<file path="src/rtl/univ_shift_reg.sv">
// Universal shift register: hold, shift right/left, parallel load,
// with a shift counter that pulses frame_done every WIDTH shifts.
module univ_shift_reg #(
    parameter  int             WIDTH     = 4,
    parameter  logic [WIDTH-1:0] RESET_VAL = '0,
    localparam int             CW        = $clog2(WIDTH)
) (
    input  logic             clock,
    input  logic             reset_n,
    input  logic [1:0]       mode,
    input  logic             sin_r,
    input  logic             sin_l,
    input  logic [WIDTH-1:0] pin,
    output logic [WIDTH-1:0] q,
    output logic             sout_r,
    output logic             sout_l,
    output logic [CW-1:0]    shift_cnt,
    output logic             frame_done
);

    localparam logic [1:0] M_HOLD  = 2'b00;
    localparam logic [1:0] M_RIGHT = 2'b01;
    localparam logic [1:0] M_LEFT  = 2'b10;
    localparam logic [1:0] M_LOAD  = 2'b11;

    localparam logic [CW-1:0] CNT_LAST = CW'(WIDTH - 1);

    logic is_shift;
    logic cnt_last;

    assign is_shift = (mode == M_RIGHT) || (mode == M_LEFT);
    assign cnt_last = (shift_cnt == CNT_LAST);

    assign sout_r = q[0];
    assign sout_l = q[WIDTH-1];

    always_ff @(posedge clock or negedge reset_n) begin
        if (!reset_n) begin
            q <= RESET_VAL;
        end else begin
            // Unknown mode values fall through to hold.
            case (mode)
                M_RIGHT: q <= {sin_r, q[WIDTH-1:1]};
                M_LEFT:  q <= {q[WIDTH-2:0], sin_l};
                M_LOAD:  q <= pin;
                M_HOLD:  q <= q;
                default: q <= q;
            endcase
        end
    end

    // Left and right shifts share one frame count.
    always_ff @(posedge clock or negedge reset_n) begin
        if (!reset_n) begin
            shift_cnt  <= '0;
            frame_done <= 1'b0;
        end else if (mode == M_LOAD) begin
            shift_cnt  <= '0;
            frame_done <= 1'b0;
        end else if (is_shift) begin
            shift_cnt  <= cnt_last ? '0 : shift_cnt + 1'b1;
            frame_done <= cnt_last;
        end else begin
            frame_done <= 1'b0;
        end
    end

endmodule

</file>
<file path="config.mk">
export PLATFORM = sky130hd
export DESIGN_NAME = univ_shift_reg
export DESIGN_NICKNAME = d
export VERILOG_FILES = /design/src/rtl/univ_shift_reg.sv
export SDC_FILE = /design/constraint.sdc
export NUM_CORES = 1
export LEC_CHECK = 0
export CAP_MARGIN = 20
export CORE_UTILIZATION = 30
export DETAILED_ROUTE_END_ITERATION = 10
export PLACE_DENSITY = 0.65
export SLEW_MARGIN = 10
export SYNTH_ARGS = -nofsm -noshare
export SYNTH_HDL_FRONTEND = slang
export SYNTH_SLANG_ARGS = --single-unit
</file>
<file path="constraint.sdc">
create_clock -name clock -period 1.3 [get_ports clock]
set_input_delay 0.26 -clock clock [delete_from_list [all_inputs] [get_ports clock]]
set_output_delay 0.26 -clock clock [all_outputs]
set_load 0.01 [all_outputs]
</file>
==> summary.md, run 1 <==
| Metric | Value |
|---|---|
| Run status | `completed` |
| Clk pin slew, worst setup/hold paths | `0.06 ns` |
| Clock latency on the worst-skew pair | `0.26 ns` |
| Final Hold Violating Endpoints | `0` |
| Net switching power figure | `262 uW` |
| Arrival time of data at the critical path endpoint | `1.42 ns` |
| Detailed placement HPWL | `672 um` |
| Internal Power | `562 uW` |
| Max stage delay cell, worst path | `sky130_fd_sc_hd__clkdlybuf4s50_1` |
| FMAX | `793 MHz` |
| Number of antenna-violating nets in the routed design | `0` |
| Layout Nets | `81` |
| Proportion of synthesized flip-flops having asynchronous set or reset | `100%` |
| Final period utilization | `97.0%` |
| Share of layout cells above drive strength 1 | `30.3%` |
| Iteration count of the initial detailed-routing pass | `4` |
| Site Rows | `13` |
| Min-Delay Path Class | `input pin to async pin` |
| Post-synthesis cell type count | `14` |
| Routed vias | `378` |
| Global-route wire length before repair | `1450 um` |
| Clock Power Share | `24.4%` |
| Maximum vdd drop | `0.000858 V` |
| Total clock sinks | `7` |
| Stage delay of the slowest cell on the critical path | `0.50 ns` |
| Largest fanout on the critical path | `5` |
| Core footprint | `1320 um2` |
| Last weighted congestion value of the routability-driven placer | `0.697` |
| Number of nets in the synthesized netlist | `54` |
| Hold buffer count at cts | `0` |
| Flop pwr share | `37.3%` |
| Pin count of the biggest net entering global routing | `15` |
| Post-synthesis sequential area ratio | `40.5%` |
| Quantity of I/O buffers inserted on ports | `18` |
| Post-layout minimum cycle time | `1.26 ns` |
| Worst-case clock buffer depth | `2` |
| Overflow left after global routing | `0` |
| DRC errors left | `0` |
| Number of buffer and inverter instances along the worst setup path | `2` |
| Number of maximum-capacitance violations | `0` |
| Slew HR | `78.4%` |
| Total track usage | `14.4%` |
| Share of total power consumed by net switching | `31.8%` |
| PwrDens | `1170 nW/um2` |
| Classification of the worst setup path | `input pin to register` |
| Commonest cells post-synth | `sky130_fd_sc_hd__dfrtp_1 (7), sky130_fd_sc_hd__nand2_1 (6)` |
| Flops & latches, synth | `7` |
| Most common cell in the synthesized netlist | `sky130_fd_sc_hd__dfrtp_1` |
| Required time of the worst setup path | `1.46 ns` |
| Synth Area per Inst | `10.8 um2` |
| Series of cell instances along the critical path | `clkdlybuf4s50_1 > inv_2 > ha_4 > or2_4 > o221ai_2` |
| Fraction of synthesized cell area taken by the top area cell type | `40.5%` |
| Top-Level Pins | `19` |
| Worst r2r src | `shift_cnt[0]$_DFFE_PN0P_` |
| TritonCTS clock tree | `yes` |
| Final count of pins violating max slew | `0` |
| Via count of the first global-routing pass | `356` |
| Total placed instance area | `654 um2` |
| Beginning of the critical path | `mode[0]` |
| Filler Cells Inserted | `128` |
| Vias/cell | `4.67` |
| Worst Tran Pin Value | `0.323 ns` |
| Master cell of the clock root buffer | `sky130_fd_sc_hd__clkbuf_4` |
| Cell taking the most area after synthesis | `sky130_fd_sc_hd__dfrtp_1` |
| Antenna violations before repair | `0` |
| Width of the die | `40.0 um` |
| Cell area after layout | `707 um2` |
| Clock buffer count from CTS | `3` |
| Setup Skew | `0.00893 ns` |
| Leading cell types by total area after synthesis | `sky130_fd_sc_hd__dfrtp_1 (40%), sky130_fd_sc_hd__o221ai_2 (14%), sky130_fd_sc_hd__ha_1 (12%)` |
| Setup violations, final | `0` |
| Category of the worst setup path capture point | `register` |
| Combinational share of power | `38.2%` |
| Post-Synthesis Cells | `40` |
| Number of synthesized flops with an enable pin | `0` |
| Unrepaired setup endpoints after global routing | `no` |
| Kind of start point of the critical path | `input pin` |
| Diodes inserted | `0` |
| Die Height | `40.0 um` |
| Cell family with most CP delay | `buffers and inverters` |
| Yosys synthesis warning count | `0` |
| Most used DFF post-synth | `sky130_fd_sc_hd__dfrtp_1` |
| Drt wl/cell | `11.7 um` |
| Layout overhead on the synthesized area | `63.3%` |
| Die area | `1600 um2` |
| Depth of the CTS H-tree | `1` |
| Iteration-0 DRC count of the detailed router | `5` |
| Initial Utilization | `32.9%` |
| Total detailed-routing wirelength | `945 um` |
| Static leakage power | `0.000334 uW` |
| Cell area after technology mapping | `433 um2` |
| Post-layout total power | `825 uW` |
placed cells by master (no fill, tap or decap):
cell type,instances
sky130_fd_sc_hd__dlygate4sd2_1,9
sky130_fd_sc_hd__clkdlybuf4s50_1,8
sky130_fd_sc_hd__dfrtp_1,7
sky130_fd_sc_hd__buf_4,7
sky130_fd_sc_hd__nand2_1,6
sky130_fd_sc_hd__a22oi_1,4
sky130_fd_sc_hd__nand2b_1,4
sky130_fd_sc_hd__o221ai_2,4
sky130_fd_sc_hd__clkbuf_4,3
sky130_fd_sc_hd__ha_4,2
sky130_fd_sc_hd__inv_1,1
sky130_fd_sc_hd__inv_2,1
sky130_fd_sc_hd__nor2_1,1
sky130_fd_sc_hd__or2_4,1
sky130_fd_sc_hd__nand2b_2,1
sky130_fd_sc_hd__o21ai_1,1
sky130_fd_sc_hd__nor4_1,1
sky130_fd_sc_hd__a21o_1,1
sky130_fd_sc_hd__ha_2,1
sky130_fd_sc_hd__ha_1,1
sky130_fd_sc_hd__clkbuf_1,1
sky130_fd_sc_hd__dlymetal6s2s_1,1
cells by family (layout without fill, tap and decap cells):
| group | after synthesis | count (layout) | synth area share (%) |
|---|---|---|---|
| buffers and inverters | 5 | 31 | 6.94 |
| AO/OA/AOI/OAI | 10 | 10 | 23.7 |
| AND/OR/NAND/NOR | 14 | 14 | 17.3 |
| flip-flops | 7 | 7 | 40.5 |
| adder cells (fa/ha/maj) | 4 | 4 | 11.6 |
sequential cells by signal, summed over array words and instances (netlist names):
name,flops
frame_done,1
q,4
shift_cnt,2
what timing repair did:
action                     in CTS  in global routing
hold endpoints to repair        0                  0
pin swaps                       0                  0
setup endpoints to repair      14                  2
gates cloned                    0                  0
buffers inserted                1                  0
resized for setup              11                  5
stage by stage:
stage	worst slack [ns]	hold slack, ns	TNS (ns)	instances	util (%)
floorplan	0.243	-0.0356	0	40	-
global placement	-0.325	0.525	-1.84	76	49.7
detailed placement	-0.336	0.515	-1.94	76	49.7
CTS	0.0246	0.262	0	81	51.8
global route	0.00865	0.283	0	81	53.7
finish	0.0395	0.261	0	81	53.7
power by group through the flow:
stage	Sequential, uW	Clock, uW	Combinational (uW)
6_report	308	202	315
3_3_place_gp	318	0	340
3_5_place_dp	317	0	340
5_1_grt	315	234	347
4_1_cts	309	215	314
2_1_floorplan	335	0	150
worst paths after layout:
check	cells past startpoint	to	slack [ns]
max in group asynchronous	1	q[3]$_DFFE_PN0P_	0.79
worst min register to register	2	shift_cnt[1]$_DFFE_PN0P_	0.53
worst max-delay path	5	q[3]$_DFFE_PN0P_	0.04
min in group clock	2	shift_cnt[1]$_DFFE_PN0P_	0.53
worst min-delay path	1	shift_cnt[1]$_DFFE_PN0P_	0.26
worst max register to register	3	shift_cnt[0]$_DFFE_PN0P_	0.22
metal layers:
| metal | share of wire (%) | track usage (%) |
|---|---|---|
| met3 | 8.3 | 8.33 |
| met5 | 0 | 0 |
| met4 | 0 | 2.59 |
| met1 | 49 | 16.6 |
| met2 | 43 | 23.0 |
cell type report:
cell class              count  area [um2]  area share, %
inverters                   2        7.51           1.06
multi-input cells          28         255           36.1
well taps                  15        18.8           2.65
repair buffers             25         224           31.7
clock buffers               4        26.3           3.72
flip-flops and latches      7         175           24.8
Note: power is estimated with default switching activity, not from simulation.
==> inputs of run 2 (changes only) <==
CORE_AREA = 2 2 39 41   (was default)
CORE_UTILIZATION = default   (was 30)
DIE_AREA = 0 0 41 43   (was default)
PLACE_DENSITY = 0.69   (was 0.65)
==> run 2 against run 1 <==
Against the previous run:
- total power rose by 0.55%
- sequential share of layout area increased by 0.96 points
- clock power rose by 2%
- register-to-register slack about the same
- clock skew fell by 0.0067 ns
- critical path depth is 4 lower
- core utilization shrank 4.5 points
- die area increased by 10%
- cell area shrank 3.7%
- critical path type is now register to output port
- largest power group is now sequential cells
==> summary.md, run 2 (same netlist as run 1, synthesis figures left out) <==
| Metric | Value |
|---|---|
| Run status | `completed` |
| Internal Power | `552 uW (-1.7%)` |
| Vias/cell | `4.81 (+3.0%)` |
| Quantity of I/O buffers inserted on ports | `18 (unchanged)` |
| Combinational share of power | `37.2% (-1.0 points)` |
| FF-to-FF setup slack | `0.23 ns (about the same)` |
| Kind of start point of the critical path | `register` |
| Clock Power Share | `24.9% (+0.5 points)` |
| TritonCTS clock tree | `yes` |
| Die Height | `43 um (+7.5%)` |
| Slew HR | `77.0% (-1.4 points)` |
| Layout Nets | `77 (-4.9%)` |
| Largest registers | `q x4, shift_cnt x2, frame_done x1` |
| Diodes inserted | `0 (unchanged)` |
| Series of cell instances along the critical path | `dlygate4sd2_1` |
| Setup total negative slack | `0 ns (unchanged)` |
| Width of the die | `41 um (+2.5%)` |
| Iteration-0 DRC count of the detailed router | `1 (-4)` |
| Total clock sinks | `7 (unchanged)` |
| DRC errors left | `0 (unchanged)` |
| Post-layout minimum cycle time | `1.22 ns (-0.0404 ns)` |
| Initial Utilization | `31.3% (-1.6 points)` |
| Final design utilization | `49.2% (-4.5 points)` |
| Cell area after layout | `681 um2 (-3.7%)` |
| Setup violations, final | `0 (unchanged)` |
| Final period utilization | `93.9% (-3.1 points)` |
| Routed vias | `375 (-0.79%)` |
| Worst Tran Pin Value | `0.344 ns (+0.0205 ns)` |
| Top reg by flops | `q` |
| Total placed instance area | `633 um2 (-3.3%)` |
| Clk pin slew, worst setup/hold paths | `0.06 ns (about the same)` |
| Max stage delay cell, worst path | `sky130_fd_sc_hd__dfrtp_1` |
| Final count of pins violating max slew | `0 (unchanged)` |
| Static leakage power | `0.000323 uW (-3.4%)` |
| Min-Delay Path Class | `input pin to async pin` |
| Top-Level Pins | `19 (unchanged)` |
| Number of buffer and inverter instances along the worst setup path | `1 (-1)` |
| Worst-case clock buffer depth | `2 (unchanged)` |
| Drt wl/cell | `13.5 um (+16%)` |
| Largest register FFs | `4 (unchanged)` |
| Worst slack at placement | `-0.335 ns (+0.00141 ns)` |
| Number of maximum-capacitance violations | `0 (unchanged)` |
| Total track usage | `14.2% (-0.15 points)` |
| Worst r2r src | `shift_cnt[0]$_DFFE_PN0P_` |
| Antenna violations before repair | `0 (unchanged)` |
| PwrDens | `1220 nW/um2 (+4.4%)` |
| Clock latency on the worst-skew pair | `0.25 ns (about the same)` |
| Overflow left after global routing | `0 (unchanged)` |
| Unrepaired setup endpoints after global routing | `no` |
| Pin count of the biggest net entering global routing | `15 (unchanged)` |
| Master cell of the clock root buffer | `sky130_fd_sc_hd__clkbuf_4` |
| Post-layout worst setup margin | `0.0799 ns (+0.0404 ns)` |
| Filler Cells Inserted | `134 (+4.7%)` |
| Leading cell type in the layout, fill and taps excluded | `sky130_fd_sc_hd__dlygate4sd2_1` |
| Number of antenna-violating nets in the routed design | `0 (unchanged)` |
| Share of total power consumed by net switching | `33.4% (+1.6 points)` |
| Maximum vdd drop | `0.000564 V (-34%)` |
| Arrival time of data at the critical path endpoint | `0.96 ns (-0.46 ns)` |
| Stage delay of the slowest cell on the critical path | `0.41 ns (-0.09 ns)` |
| Net switching power figure | `277 uW (+5.5%)` |
| Global-route wire length before repair | `1630 um (+12%)` |
| Largest fanout on the critical path | `4 (-1)` |
| Category of the worst setup path capture point | `output port` |
| Share of layout cells above drive strength 1 | `25.8% (-4.5 points)` |
| Setup repair bufs after CTS | `0 (-1)` |
| Last weighted congestion value of the routability-driven placer | `0.703 (+0.80%)` |
| Die area | `1760 um2 (+10%)` |
| Depth of the CTS H-tree | `1 (unchanged)` |
| Post-layout total power | `829 uW (+0.55%)` |
| Total detailed-routing wirelength | `1060 um (+12%)` |
| Iteration count of the initial detailed-routing pass | `4 (unchanged)` |
| Layout overhead on the synthesized area | `57.2%` |
| Beginning of the critical path | `shift_cnt[0]$_DFFE_PN0P_` |
| Setup Skew | `0.00224 ns (-0.00669 ns)` |
| Via count of the first global-routing pass | `401 (+13%)` |
| Final Hold Violating Endpoints | `0 (unchanged)` |
| Classification of the worst setup path | `register to output port` |
| Clock buffer count from CTS | `3 (unchanged)` |
| Core footprint | `1380 um2 (+5.0%)` |
| Flop pwr share | `37.9% (+0.6 points)` |
| FMAX | `820 MHz (+3.3%)` |
| Site Rows | `14 (+1)` |
| Leading cell types in the layout, fill and taps excluded | `sky130_fd_sc_hd__dlygate4sd2_1 (9), sky130_fd_sc_hd__dfrtp_1 (7), sky130_fd_sc_hd__clkdlybuf4s50_1 (7), sky130_fd_sc_hd__nand2_1 (6)` |
| Required time of the worst setup path | `1.04 ns (-0.42 ns)` |
| Cell family with most CP delay | `flip-flops` |
-- run 2: cell types whose count changed in the layout (fill, tap and decap cells not counted) --
cell and delta:
sky130_fd_sc_hd__buf_4 -4, sky130_fd_sc_hd__clkdlybuf4s50_1 -1, sky130_fd_sc_hd__dlymetal6s2s_1 +1
-- run 2: routing by layer --
layer / global-route usage (%) / share of wire (%)
met5: 0 / 0
met1: 13.6 / 40
met3: 3.66 / 4.2
met4: 10.0 / 1.3
met2: 24.1 / 54
-- run 2: final timing paths --
check | cells after the start | end
setup / recovery | 1 | shift_cnt[0]
hold / removal | 1 | q[0]$_DFFE_PN0P_
setup reg to reg | 3 | shift_cnt[0]$_DFFE_PN0P_
hold reg to reg | 2 | q[3]$_DFFE_PN0P_
max in group asynchronous | 1 | q[3]$_DFFE_PN0P_
min in group clock | 3 | frame_done$_DFF_PN0_
-- run 2: power groups by stage --
stage               Sequential (uW)  Combinational (uW)  Clock, uW
floorplan                       335                 150          0
global placement                321                 332          0
detailed placement              320                 345          0
CTS                             314                 306        218
global route                    321                 348        227
finish                          314                 308        207
-- run 2: area by class of cell --
cell class	count	area [um2]	share of cell area (%)
inverters	2	7.51	1.10
well taps	16	20.0	2.94
flip-flops and latches	7	175	25.7
repair buffers	21	196	28.9
multi-input cells	28	255	37.5
clock buffers	4	26.3	3.86
-- run 2: repair_timing --
action / 4_1_cts / 5_1_grt
hold buffers: 0 / 0
endpoints found under the setup margin: 14 / 4
gates resized for setup: 11 / 6
-- run 2: stage by stage --
step	instances	hold WS, ns
global placement	74	0.521
floorplan	40	-0.0356
detailed placement	74	0.535
global route	78	0.296
finish	78	0.275
CTS	78	0.283
